===== config.mk =====
export PLATFORM = sky130hd
export DESIGN_NAME = temporizador_param_flat
export DESIGN_NICKNAME = d
export VERILOG_FILES = /design/src/rtl/temporizador_param_pkg.sv /design/src/rtl/temporizador_param_if.sv /design/src/rtl/temporizador_param_prescaler_tick.sv /design/src/rtl/temporizador_param.sv /design/src/flat_wrapper.sv
export SDC_FILE = /design/constraint.sdc
export NUM_CORES = 1
export LEC_CHECK = 0
export BUFFER_PORTS_ARGS = -buffer_cell sky130_fd_sc_hd__buf_2
export CAP_MARGIN = 20
export CORE_ASPECT_RATIO = 0.8
export CORE_MARGIN = 5
export CORE_UTILIZATION = 53
export CTS_CLUSTER_SIZE = 16
export DETAILED_ROUTE_END_ITERATION = 8
export PLACE_DENSITY = 0.77
export SLEW_MARGIN = 10
export SYNTH_ARGS = -nofsm -noshare
export SYNTH_HDL_FRONTEND = slang
export SYNTH_SLANG_ARGS = --single-unit

===== constraint.sdc =====
create_clock -name Clk -period 3.25 [get_ports Clk]
set_input_delay 0.65 -clock Clk [delete_from_list [all_inputs] [get_ports Clk]]
set_output_delay 0.65 -clock Clk [all_outputs]
set_load 0.01 [all_outputs]

===== src/rtl/temporizador_param_pkg.sv =====
// temporizador_param_pkg: state encodings and mode constants shared by the timer files.
package temporizador_param_pkg;

    typedef enum logic [1:0] {
        ST_IDLE = 2'd0,
        ST_RUN  = 2'd1,
        ST_DONE = 2'd2
    } estado_t;

    localparam logic MODO_UNICO     = 1'b0;
    localparam logic MODO_PERIODICO = 1'b1;

endpackage


===== src/rtl/temporizador_param_if.sv =====
// temporizador_param_if: control/status bundle between a control FSM (master) and the timer (slave).
interface temporizador_param_if #(parameter int W = 32);

    logic         Habilitar;
    logic         Iniciar;
    logic         Modo;
    logic         Pausa;
    logic [W-1:0] Limite;
    logic [W-1:0] Cuenta;
    logic         FinalCuenta;
    logic         PulsoFin;
    logic         Activo;

    modport master (
        output Habilitar, Iniciar, Modo, Pausa, Limite,
        input  Cuenta, FinalCuenta, PulsoFin, Activo
    );

    modport slave (
        input  Habilitar, Iniciar, Modo, Pausa, Limite,
        output Cuenta, FinalCuenta, PulsoFin, Activo
    );

endinterface


===== src/rtl/temporizador_param_prescaler_tick.sv =====
// prescaler_tick: divides enabled clocks by PRESC; Tick is high on the last clock of each group.
module prescaler_tick #(
    parameter int PRESC = 1,
    parameter int PW    = 16
) (
    input  logic Clk,
    input  logic Reset_n,
    input  logic Clr,
    input  logic En,
    output logic Tick
);

    logic [PW-1:0] r_cnt;

    assign Tick = En && (r_cnt == PW'(PRESC - 1));

    always_ff @(posedge Clk or negedge Reset_n) begin
        if (!Reset_n)
            r_cnt <= '0;
        else if (Clr || Tick)
            r_cnt <= '0;
        else if (En)
            r_cnt <= r_cnt + 1'b1;
    end

endmodule


===== src/rtl/temporizador_param.sv =====
// temporizador_param: programmable one-shot/periodic tick timer with pause, restart and expiry pulse.
module temporizador_param
    import temporizador_param_pkg::*;
#(
    parameter int W     = 32,
    parameter int PRESC = 1,
    parameter int PW    = 16
) (
    input logic                Clk,
    input logic                Reset_n,
    temporizador_param_if.slave bus
);

    estado_t      r_state, w_nxt;
    logic [W-1:0] r_cuenta, w_cuenta;
    logic [W-1:0] r_lim, w_lim;
    logic         r_modo, w_modo;
    logic         r_final, w_final;
    logic         r_pulso, w_pulso;
    logic         r_activo;
    logic         w_tick;
    logic         w_periodico;

    prescaler_tick #(.PRESC(PRESC), .PW(PW)) u_presc (
        .Clk     (Clk),
        .Reset_n (Reset_n),
        .Clr     (!bus.Habilitar || bus.Iniciar),
        .En      ((r_state == ST_RUN) && !bus.Pausa),
        .Tick    (w_tick)
    );

    assign w_periodico = (r_modo == MODO_PERIODICO);

    always_comb begin
        w_nxt    = r_state;
        w_cuenta = r_cuenta;
        w_lim    = r_lim;
        w_modo   = r_modo;
        w_final  = r_final;
        w_pulso  = 1'b0;
        if (!bus.Habilitar) begin
            w_nxt    = ST_IDLE;
            w_cuenta = '0;
            w_final  = 1'b0;
        end else if (bus.Iniciar) begin
            // A zero limit is treated as one tick so the count can still expire.
            w_lim    = (bus.Limite == '0) ? W'(1) : bus.Limite;
            w_modo   = bus.Modo;
            w_cuenta = '0;
            w_final  = 1'b0;
            w_nxt    = ST_RUN;
        end else if (w_tick) begin
            if (r_cuenta == r_lim - 1'b1) begin
                w_pulso  = 1'b1;
                w_cuenta = w_periodico ? '0 : r_lim;
                w_final  = !w_periodico;
                w_nxt    = w_periodico ? ST_RUN : ST_DONE;
            end else
                w_cuenta = r_cuenta + 1'b1;
        end
    end

    always_ff @(posedge Clk or negedge Reset_n) begin
        if (!Reset_n) begin
            r_state  <= ST_IDLE;
            r_cuenta <= '0;
            r_lim    <= '0;
            r_modo   <= MODO_UNICO;
            r_final  <= 1'b0;
            r_pulso  <= 1'b0;
            r_activo <= 1'b0;
        end else begin
            r_state  <= w_nxt;
            r_cuenta <= w_cuenta;
            r_lim    <= w_lim;
            r_modo   <= w_modo;
            r_final  <= w_final;
            r_pulso  <= w_pulso;
            r_activo <= (w_nxt == ST_RUN);
        end
    end

    assign bus.Cuenta      = r_cuenta;
    assign bus.FinalCuenta = r_final;
    assign bus.PulsoFin    = r_pulso;
    assign bus.Activo      = r_activo;

endmodule


===== src/flat_wrapper.sv =====
// flat-port wrapper written by rule: the top's interface ports become plain ports
module temporizador_param_flat import temporizador_param_pkg::*;
#(
    parameter int W     = 32,
    parameter int PRESC = 1,
    parameter int PW    = 16
)
  (Clk, Reset_n, bus_Habilitar, bus_Iniciar, bus_Modo, bus_Pausa, bus_Limite, bus_Cuenta, bus_FinalCuenta, bus_PulsoFin, bus_Activo);
  temporizador_param_if #(.W(W)) bus_i ();
  input logic Clk;
  input logic Reset_n;
  input wire logic [$bits(bus_i.Habilitar)-1:0] bus_Habilitar;
  input wire logic [$bits(bus_i.Iniciar)-1:0] bus_Iniciar;
  input wire logic [$bits(bus_i.Modo)-1:0] bus_Modo;
  input wire logic [$bits(bus_i.Pausa)-1:0] bus_Pausa;
  input wire logic [$bits(bus_i.Limite)-1:0] bus_Limite;
  output wire logic [$bits(bus_i.Cuenta)-1:0] bus_Cuenta;
  output wire logic [$bits(bus_i.FinalCuenta)-1:0] bus_FinalCuenta;
  output wire logic [$bits(bus_i.PulsoFin)-1:0] bus_PulsoFin;
  output wire logic [$bits(bus_i.Activo)-1:0] bus_Activo;
  assign bus_i.Habilitar = bus_Habilitar;
  assign bus_i.Iniciar = bus_Iniciar;
  assign bus_i.Modo = bus_Modo;
  assign bus_i.Pausa = bus_Pausa;
  assign bus_i.Limite = bus_Limite;
  assign bus_Cuenta = bus_i.Cuenta;
  assign bus_FinalCuenta = bus_i.FinalCuenta;
  assign bus_PulsoFin = bus_i.PulsoFin;
  assign bus_Activo = bus_i.Activo;
  temporizador_param #(.W(W), .PRESC(PRESC), .PW(PW)) u_core (.Clk(Clk), .Reset_n(Reset_n), .bus(bus_i));
endmodule

==> metrics.md, run 1 <==
| Metric | Value |
|---|---|
| Clock-pin slew on the worst setup and hold paths | 70 ps |
| Ant diodes | 0 |
| Total gr overflow | 0 |
| Syn_nets | 691 |
| TritonCTS Buffers | 9 |
| H-Tree Depth | 3 |
| CTS tree | yes |
| Avg Inst Size Synth | 8.96 um2 |
| Most frequent CP cell | buf_4 |
| Core area | ~0.011 mm2 |
| DP HPWL | 13.3 mm |
| Clock Latency Late Sink | about 350 ps |
| Die Y | 104 um |
| Vias/cell | ~6.3 |
| Crit path cell chain | buf_4 -> or4_4 -> nor4_4 -> buf_4 -> nand4_1 -> xnor2_1 -> or4bb_4 -> buf_4 -> buf_4 -> nor4_4 -> buf_4 -> buf_12 -> mux2i_1 -> o21ai_1 |
| Nets@finish | 838 |
| Hold buffers post-CTS | 0 |
| Final Skew | 10.7 ps |
| Drt initial violations | 587 |
| Starting density of the core | about 54% |
| Clock buffer depth | 2 |
| Critical path's top delay family | simple AND/OR/NAND/NOR gates |
| Clk root buf | clkbuf_16 |
| Gpl congestion | approximately 1 |
| Share of layout cells above drive strength 1 | 33.0% |
| Main synth FF type | dfrtp_1 |
| WP buf/inv | 6 |
| Tot Pwr | ~3.1 mW |
| P_sw | 0.923 mW |
| Fin. max-slew vios | 0 |
| Failing checks | setup timing |
| Sequential fraction of the synthesis area | 37.0% |
| Routed length per instance | 20.6 um |
| CP Class | reg -> reg |
| Commonest non-fill, non-tap cell in the layout | buf_4 |
| Cell Pwr Density | 409 mW/mm2 |
| Post-synthesis register bit count | 86 |
| Switching share of total power | 29.7% |
| DRT Pass-1 Iters | 6 |
| EDFF count, synth | 0 |
| Largest net degree at the start of global routing | 87 |
| Unrepaired setup endpoints after global routing | true |
| Cell area after synthesis | 0.00582 mm2 |
| Relative slew margins | 59.8% |
| Vias in the first global route | 5692 |
| Hold Fails Final Rpt | 0 |
| Least-Margin Pin Slew | about 600 ps |
| Final WL | 19.4 mm |
| Post-synth ARST share | 100% |
| Clk pwr share | between 30% and 40% |
| Commonest cells after routing, fill and taps aside | 94 x buf_4, 86 x dfrtp_1, 71 x buf_2 |
| Die Wd | 127 um |
| CP max-delay cell | or4_4 |
| Min-Delay Path Class | in -> async |
| Post-synth cell types | roughly 70 |
| P&R area growth vs syn | 30.4% |
| Req. time, crit path | 3470 ps |
| Drc violations | 0 |
| Peak supply drop | 0.000276 V |
| Die footprint | 0.0132 mm2 |
| P_int | about 2.2 mW |
| Port-buffer cells | 72 |
| Crit share post-route | 108% |
| Leak Pwr | 3.26 nW |
| Fillers | 841 |
| Sink Count | between 80 and 90 |
| Slowest cell delay on critical path | 570 ps |
| Remaining antenna violation count | 0 |
| First-pass GRT wire length | 30.4 mm |
| Vias | between 5000 and 6000 |
| Combinational share of power | 23.9% |
| Status | finished with violations |
| Initial antenna violation count | 0 |
| Crit path DAT | 3740 ps |
| Syn Inst Count | 649 |
| Max-cap violations | 0 |
| Crit path capture type | flip-flop |
| I/O pin total | 73 |
| Fmax achieved | between 200 and 300 MHz |
| Worst Setup Start Kind | flip-flop |
| Min Tclk post-route | 3520 ps |
| Ys Warns | 0 |
| Largest fanout on the critical path | 8 |
| Rows | 34 |
| Placement Setup Slack | -396 ps |
| Final setup viols | 37 |
| Final Worst Setup Slack | -268 ps |
| GRT Total Usage | 28.8% |
| Sequential share of power | 39.3% |
-- flip-flops by register name, summed over array words and instances, names as in the netlist --
name	flops
u_core.r_modo	1
u_core.bus.Cuenta	32
u_core.bus.FinalCuenta	1
u_core.r_lim	32
u_core.r_state	2
u_core.bus.PulsoFin	1
u_core.u_presc.r_cnt	16
u_core.bus.Activo	1
-- power by group through the flow --
stage	logic, mW	registers, mW	clock network, mW
floorplan	0.367	1.23	0
global placement	0.662	1.23	0
detailed placement	0.679	1.23	0
CTS	0.697	1.22	1.16
global route	0.791	1.23	1.20
finish	0.741	1.22	1.14
-- kinds of logic (layout without fill, tap and decap cells) --
family                   after synthesis  after routing  synth area share [%]
AO/OA/AOI/OAI                        110            110                  13.9
flip-flops                            86             86                  37.0
adder cells (fa/ha/maj)                4              4                 0.860
XOR/XNOR                              63             63                  9.49
multiplexers                          37             37                  7.06
buffers and inverters                 58            208                  4.11
AND/OR/NAND/NOR                      291            292                  27.6
-- repair_timing --
item                                    CTS  global route
buffers inserted                         11             7
pin swaps                                12            13
hold endpoints to repair                  0             0
gates resized for setup                  10            20
cloned                                    3             1
endpoints found under the setup margin   37            37
-- cell type report --
cell class | count | area, um2 | area share [%]
Sequential cell | 86 | 2150 | 28.4
Clock buffer | 10 | 239 | 3.15
Tap cell | 144 | 180 | 2.38
Multi-Input combinational cell | 506 | 3600 | 47.5
Inverter | 17 | 63.8 | 0.841
Timing Repair Buffer | 176 | 1270 | 16.7
Clock inverter | 5 | 82.6 | 1.09
-- Yosys cell counts, types with 3 or more instances --
cell	n	area (um2)
or4_1	10	75.1
nor2_1	55	206
nand2_1	63	236
a2bb2oi_1	6	52.6
buf_1	3	11.3
ha_1	4	50.1
dfrtp_1	86	2150
o21ai_1	12	60.1
nor4_1	22	138
xnor2_1	41	359
o41ai_1	4	35.0
nand3_1	31	155
o21a_1	4	30.0
o41a_1	4	45.0
nand4_1	19	119
and3_1	7	43.8
a21o_1	8	60.1
clkbuf_1	28	105
o21ai_0	12	60.1
o31ai_1	7	52.6
and4_1	3	26.3
xor2_1	22	193
or3_1	20	125
nor3b_1	4	30.0
or2_2	6	37.5
a32oi_1	7	61.3
nor3_1	11	55.1
a22oi_1	7	52.6
nor2b_1	7	43.8
buf_2	8	40.0
mux2i_1	5	50.1
o211ai_1	8	60.1
nand4b_1	6	52.6
a31oi_1	6	37.5
nand3b_1	4	30.0
mux2_2	32	360
a21oi_1	11	55.1
inv_1	17	63.8
-- worst paths after layout --
kind	from	end	slack [ps]	cells past startpoint
max in group asynchronous	Reset_n	u_core.r_lim[6]$_DFFE_PN0P_	2530	2
min in group Clk	u_core.r_state[1]$_DFF_PN0_	u_core.bus.Activo$_DFF_PN0_	530	1
worst max register to register	u_core.r_lim[10]$_DFFE_PN0P_	u_core.bus.Cuenta[3]$_DFFE_PN0N_	-270	14
worst min-delay path	Reset_n	u_core.u_presc.r_cnt[12]$_DFFE_PN0P_	340	2
worst min register to register	u_core.r_state[1]$_DFF_PN0_	u_core.bus.Activo$_DFF_PN0_	530	1
worst max-delay path	u_core.r_lim[10]$_DFFE_PN0P_	u_core.bus.Cuenta[3]$_DFFE_PN0N_	-270	14
-- through the flow --
step / std cells / utilization [%] / hold WS, ps / TNS, ps / instance area [um2]
after floorplan: 649 / - / 354 / -1810 / 5890
after global placement: 907 / 63.8 / 474 / -3700 / 6900
after detailed placement: 907 / 63.8 / 512 / -7640 / 6900
after CTS: 936 / 68.7 / 361 / -4030 / 7420
after global routing: 944 / 70.2 / 358 / -8890 / 7590
final: 944 / 70.2 / 337 / -5770 / 7590
-- routing by layer --
layer	share of wire (%)	vias to the layer above	track usage (%)
met4	2.9	2	9.04
met5	0.21	-	2.75
met3	11	58	7.77
met1	41	2870	40.6
met2	44	337	42.7
li1	-	2678	-
Note: power is estimated with default switching activity, not from simulation.
==> run 2: changes to the inputs <==
--- a/config.mk
+++ b/config.mk
@@ -12,6 +12,7 @@
 export CORE_UTILIZATION = 53
 export CTS_CLUSTER_SIZE = 16
 export DETAILED_ROUTE_END_ITERATION = 8
+export GPL_TIMING_DRIVEN = 0
 export PLACE_DENSITY = 0.77
 export SLEW_MARGIN = 10
 export SYNTH_ARGS = -nofsm -noshare
==> constraint.sdc (replaced) <==
create_clock -name Clk -period 2.9 [get_ports Clk]
set_input_delay 0.58 -clock Clk [delete_from_list [all_inputs] [get_ports Clk]]
set_output_delay 0.58 -clock Clk [all_outputs]
set_load 0.01 [all_outputs]
==> run 2 against run 1 <==
The run still ends with setup timing left. Power rose by 7.2%. Routed wire length rose by 4.2%. Die area did not move. Via count rose by 1.5%. Combinational power barely moved. Setup slack got worse by 540 ps. Non-clock buffer count fell by 18. Flip-flop and latch count did not move. Critical endpoint unchanged. Final cell count fell by 1.9%. Global-route usage rose by 0.63 points.
==> metrics.md, run 2 (same netlist as run 1, synthesis figures left out) <==
| Metric | Value |
|---|---|
| Crit share post-route | 128% (+20 points) |
| CP Class | reg -> reg |
| Least-Margin Pin Slew | 1080 ps (+485 ps) |
| Met1 WL | 8.05 mm (+0.39%) |
| Relative slew margins | 27.1% (-33 points) |
| P&R area growth vs syn | 30.7% |
| Share of layout cells above drive strength 1 | 33.1% (+0.12 points) |
| Worst Setup Start Kind | flip-flop |
| Die Y | 104 um (unchanged) |
| Hold Fails Final Rpt | 0 (unchanged) |
| DRT Pass-1 Iters | 7 (+1) |
| TritonCTS Buffers | 9 (unchanged) |
| I/O pin total | 73 (unchanged) |
| Crit path capture type | flip-flop |
| Fillers | 800 (-4.9%) |
| Crit path cell chain | or4_4 -> or3_4 -> a2111oi_4 -> buf_4 -> nand4_1 -> or4b_4 -> buf_6 -> nor4_4 -> buf_6 -> mux2i_1 -> o21ai_1 |
| Fmax achieved | 270 MHz (-5.1%) |
| Fin. max-slew vios | 0 (unchanged) |
| Final WL | 20.2 mm (+4.2%) |
| Initial antenna violation count | 0 (unchanged) |
| R2r worst-path depth | 11 (-3) |
| Max-cap violations | 0 (unchanged) |
| Gpl congestion | 0.963 (-2.2%) |
| Status | finished with violations |
| Rows | 34 (unchanged) |
| Routed length per instance | 21.9 um (+6.3%) |
| Vias/cell | 6.52 (+3.5%) |
| Most frequent CP cell | buf_6 |
| Final Instance Count excl. Fillers | 926 (-1.9%) |
| Min Tclk post-route | 3710 ps (+187 ps) |
| Hold buffers post-CTS | 0 (unchanged) |
| Final Skew | 12.1 ps (+1.36 ps) |
| Clk root buf | clkbuf_16 |
| GRT Total Usage | 29.4% (+0.63 points) |
| Failing checks | setup timing |
| Remaining antenna violation count | 0 (unchanged) |
| Core area | 0.0108 mm2 (unchanged) |
| DR WL met3 | 2.18 mm (-1.8%) |
| Commonest cells after routing, fill and taps aside | 80 x dfrtp_1, 71 x buf_2, 63 x nand2_1 |
| DP HPWL | 13.3 mm (+0.16%) |
| Starting density of the core | 53.8% (unchanged) |
| Clock Latency Late Sink | 360 ps (about the same) |
| Largest net degree at the start of global routing | 51 (-41%) |
| Critical path's top delay family | simple AND/OR/NAND/NOR gates |
| Dpl cells | 866 (-4.5%) |
| Drt initial violations | 787 (+34%) |
| H-Tree Depth | 3 (unchanged) |
| Clock buffer depth | 2 (unchanged) |
| Min-Delay Path Class | in -> async |
| Met2 WL | 9.13 mm (+6.5%) |
| Highest Signal Layer | met4 |
| WP buf/inv | 3 (-3) |
| Cell Pwr Density | 438 mW/mm2 (+6.9%) |
| CP max-delay cell | or4b_4 |
| Crit path depth | 11 (-3) |
| Crit path DAT | 3920 ps (+180 ps) |
| Tot Pwr | 3.33 mW (+7.2%) |
| First-pass GRT wire length | 30.8 mm (+1.4%) |
| CTS tree | yes |
| Final setup viols | 37 (unchanged) |
| Vias in the first global route | 5741 (+0.86%) |
| Req. time, crit path | 3120 ps (-350 ps) |
| Largest fanout on the critical path | 4 (-4) |
| Final Worst Setup Slack | -805 ps (-537 ps) |
| Clock-pin slew on the worst setup and hold paths | 70 ps (about the same) |
| Slowest cell delay on critical path | 580 ps (about the same) |
| Ant diodes | 0 (unchanged) |
| Vias | 6036 (+1.5%) |
| Commonest non-fill, non-tap cell in the layout | dfrtp_1 |
| Nets@finish | 819 (-2.3%) |
| Die footprint | 0.0132 mm2 (unchanged) |
| Sink Count | 86 (unchanged) |
| Drc violations | 0 (unchanged) |
| Die Wd | 127 um (unchanged) |
| Peak supply drop | 0.000261 V (-5.5%) |
| Port-buffer cells | 72 (unchanged) |
| Leak Pwr | 3.16 nW (-3.1%) |
| Unrepaired setup endpoints after global routing | true |
| Total gr overflow | 0 (unchanged) |
run 2: changes by cell type in the layout (fill, tap and decap cells not counted), sizes merged:
cell	delta
clkinv	+1
buf	-39
inv	-1
bufbuf	-2
clkinvlp	+2
or4	-1
clkbuf	+24
bufinv	-2
run 2: report_power, final:
part	total, mW	switching [mW]	internal, mW	leakage [nW]
Sequential	1.44	0.157	1.28	1.12
Clock	1.15	0.525	0.626	0.138
Combinational	0.740	0.403	0.336	1.90
run 2: layer usage:
layer	global-route usage [%]	up-vias
li1	-	2644
met2	44.2	390
met4	10.6	0
met5	0	-
met1	40.9	2920
met3	7.66	82
run 2: worst paths after layout:
| check | slack (ps) | end | start |
|---|---|---|---|
| max reg2reg | -810 | u_core.bus.Cuenta[3]$_DFFE_PN0N_ | u_core.r_lim[3]$_DFFE_PN0P_ |
| min in group Clk | 450 | u_core.r_modo$_DFFE_PN0P_ | bus_Modo |
| min reg2reg | 520 | u_core.bus.Activo$_DFF_PN0_ | u_core.r_state[1]$_DFF_PN0_ |
| max in group asynchronous | 2060 | u_core.r_lim[10]$_DFFE_PN0P_ | Reset_n |
| max | -810 | u_core.bus.Cuenta[3]$_DFFE_PN0N_ | u_core.r_lim[3]$_DFFE_PN0P_ |
| min | 190 | u_core.r_lim[2]$_DFFE_PN0P_ | Reset_n |
run 2: what timing repair did:
item	in CTS	in global routing
setup buffers	23	28
cloned	2	1
pin swaps	24	49
resized for setup	50	55
setup endpoints to repair	38	47
run 2: layout make-up:
type                            instances  area, um2  share of cell area [%]
Sequential cell                        86       2160                    28.4
Inverter                               17       68.8                   0.905
Multi-Input combinational cell        505       3840                    50.5
Tap cell                              144        180                    2.37
Clock buffer                           11        253                    3.32
Buffer                                 31        180                    2.37
Timing Repair Buffer                  127        888                    11.7
Clock inverter                          5       33.8                   0.444
run 2: worst reg2reg max path, delay by kind of cell, from the launching register on:
family                 cells  cell delay [ps]
AND/OR/NAND/NOR            5             2060
buffers and inverters      3              540
flip-flops                 1              390
AO/OA/AOI/OAI              2              350
multiplexers               1              220
run 2: through the flow:
stage	hold WS, ps	setup TNS (ps)	utilization, %	setup slack, ps	cell area, um2
5_1_grt	238	-27040	70.4	-905	7600
3_5_place_dp	487	-39400	59.9	-1130	6470
6_report	194	-23580	70.4	-805	7600
2_1_floorplan	284	-12110	-	-554	5900
4_1_cts	209	-24790	66.7	-797	7200
3_3_place_gp	472	-37460	59.6	-1070	6440
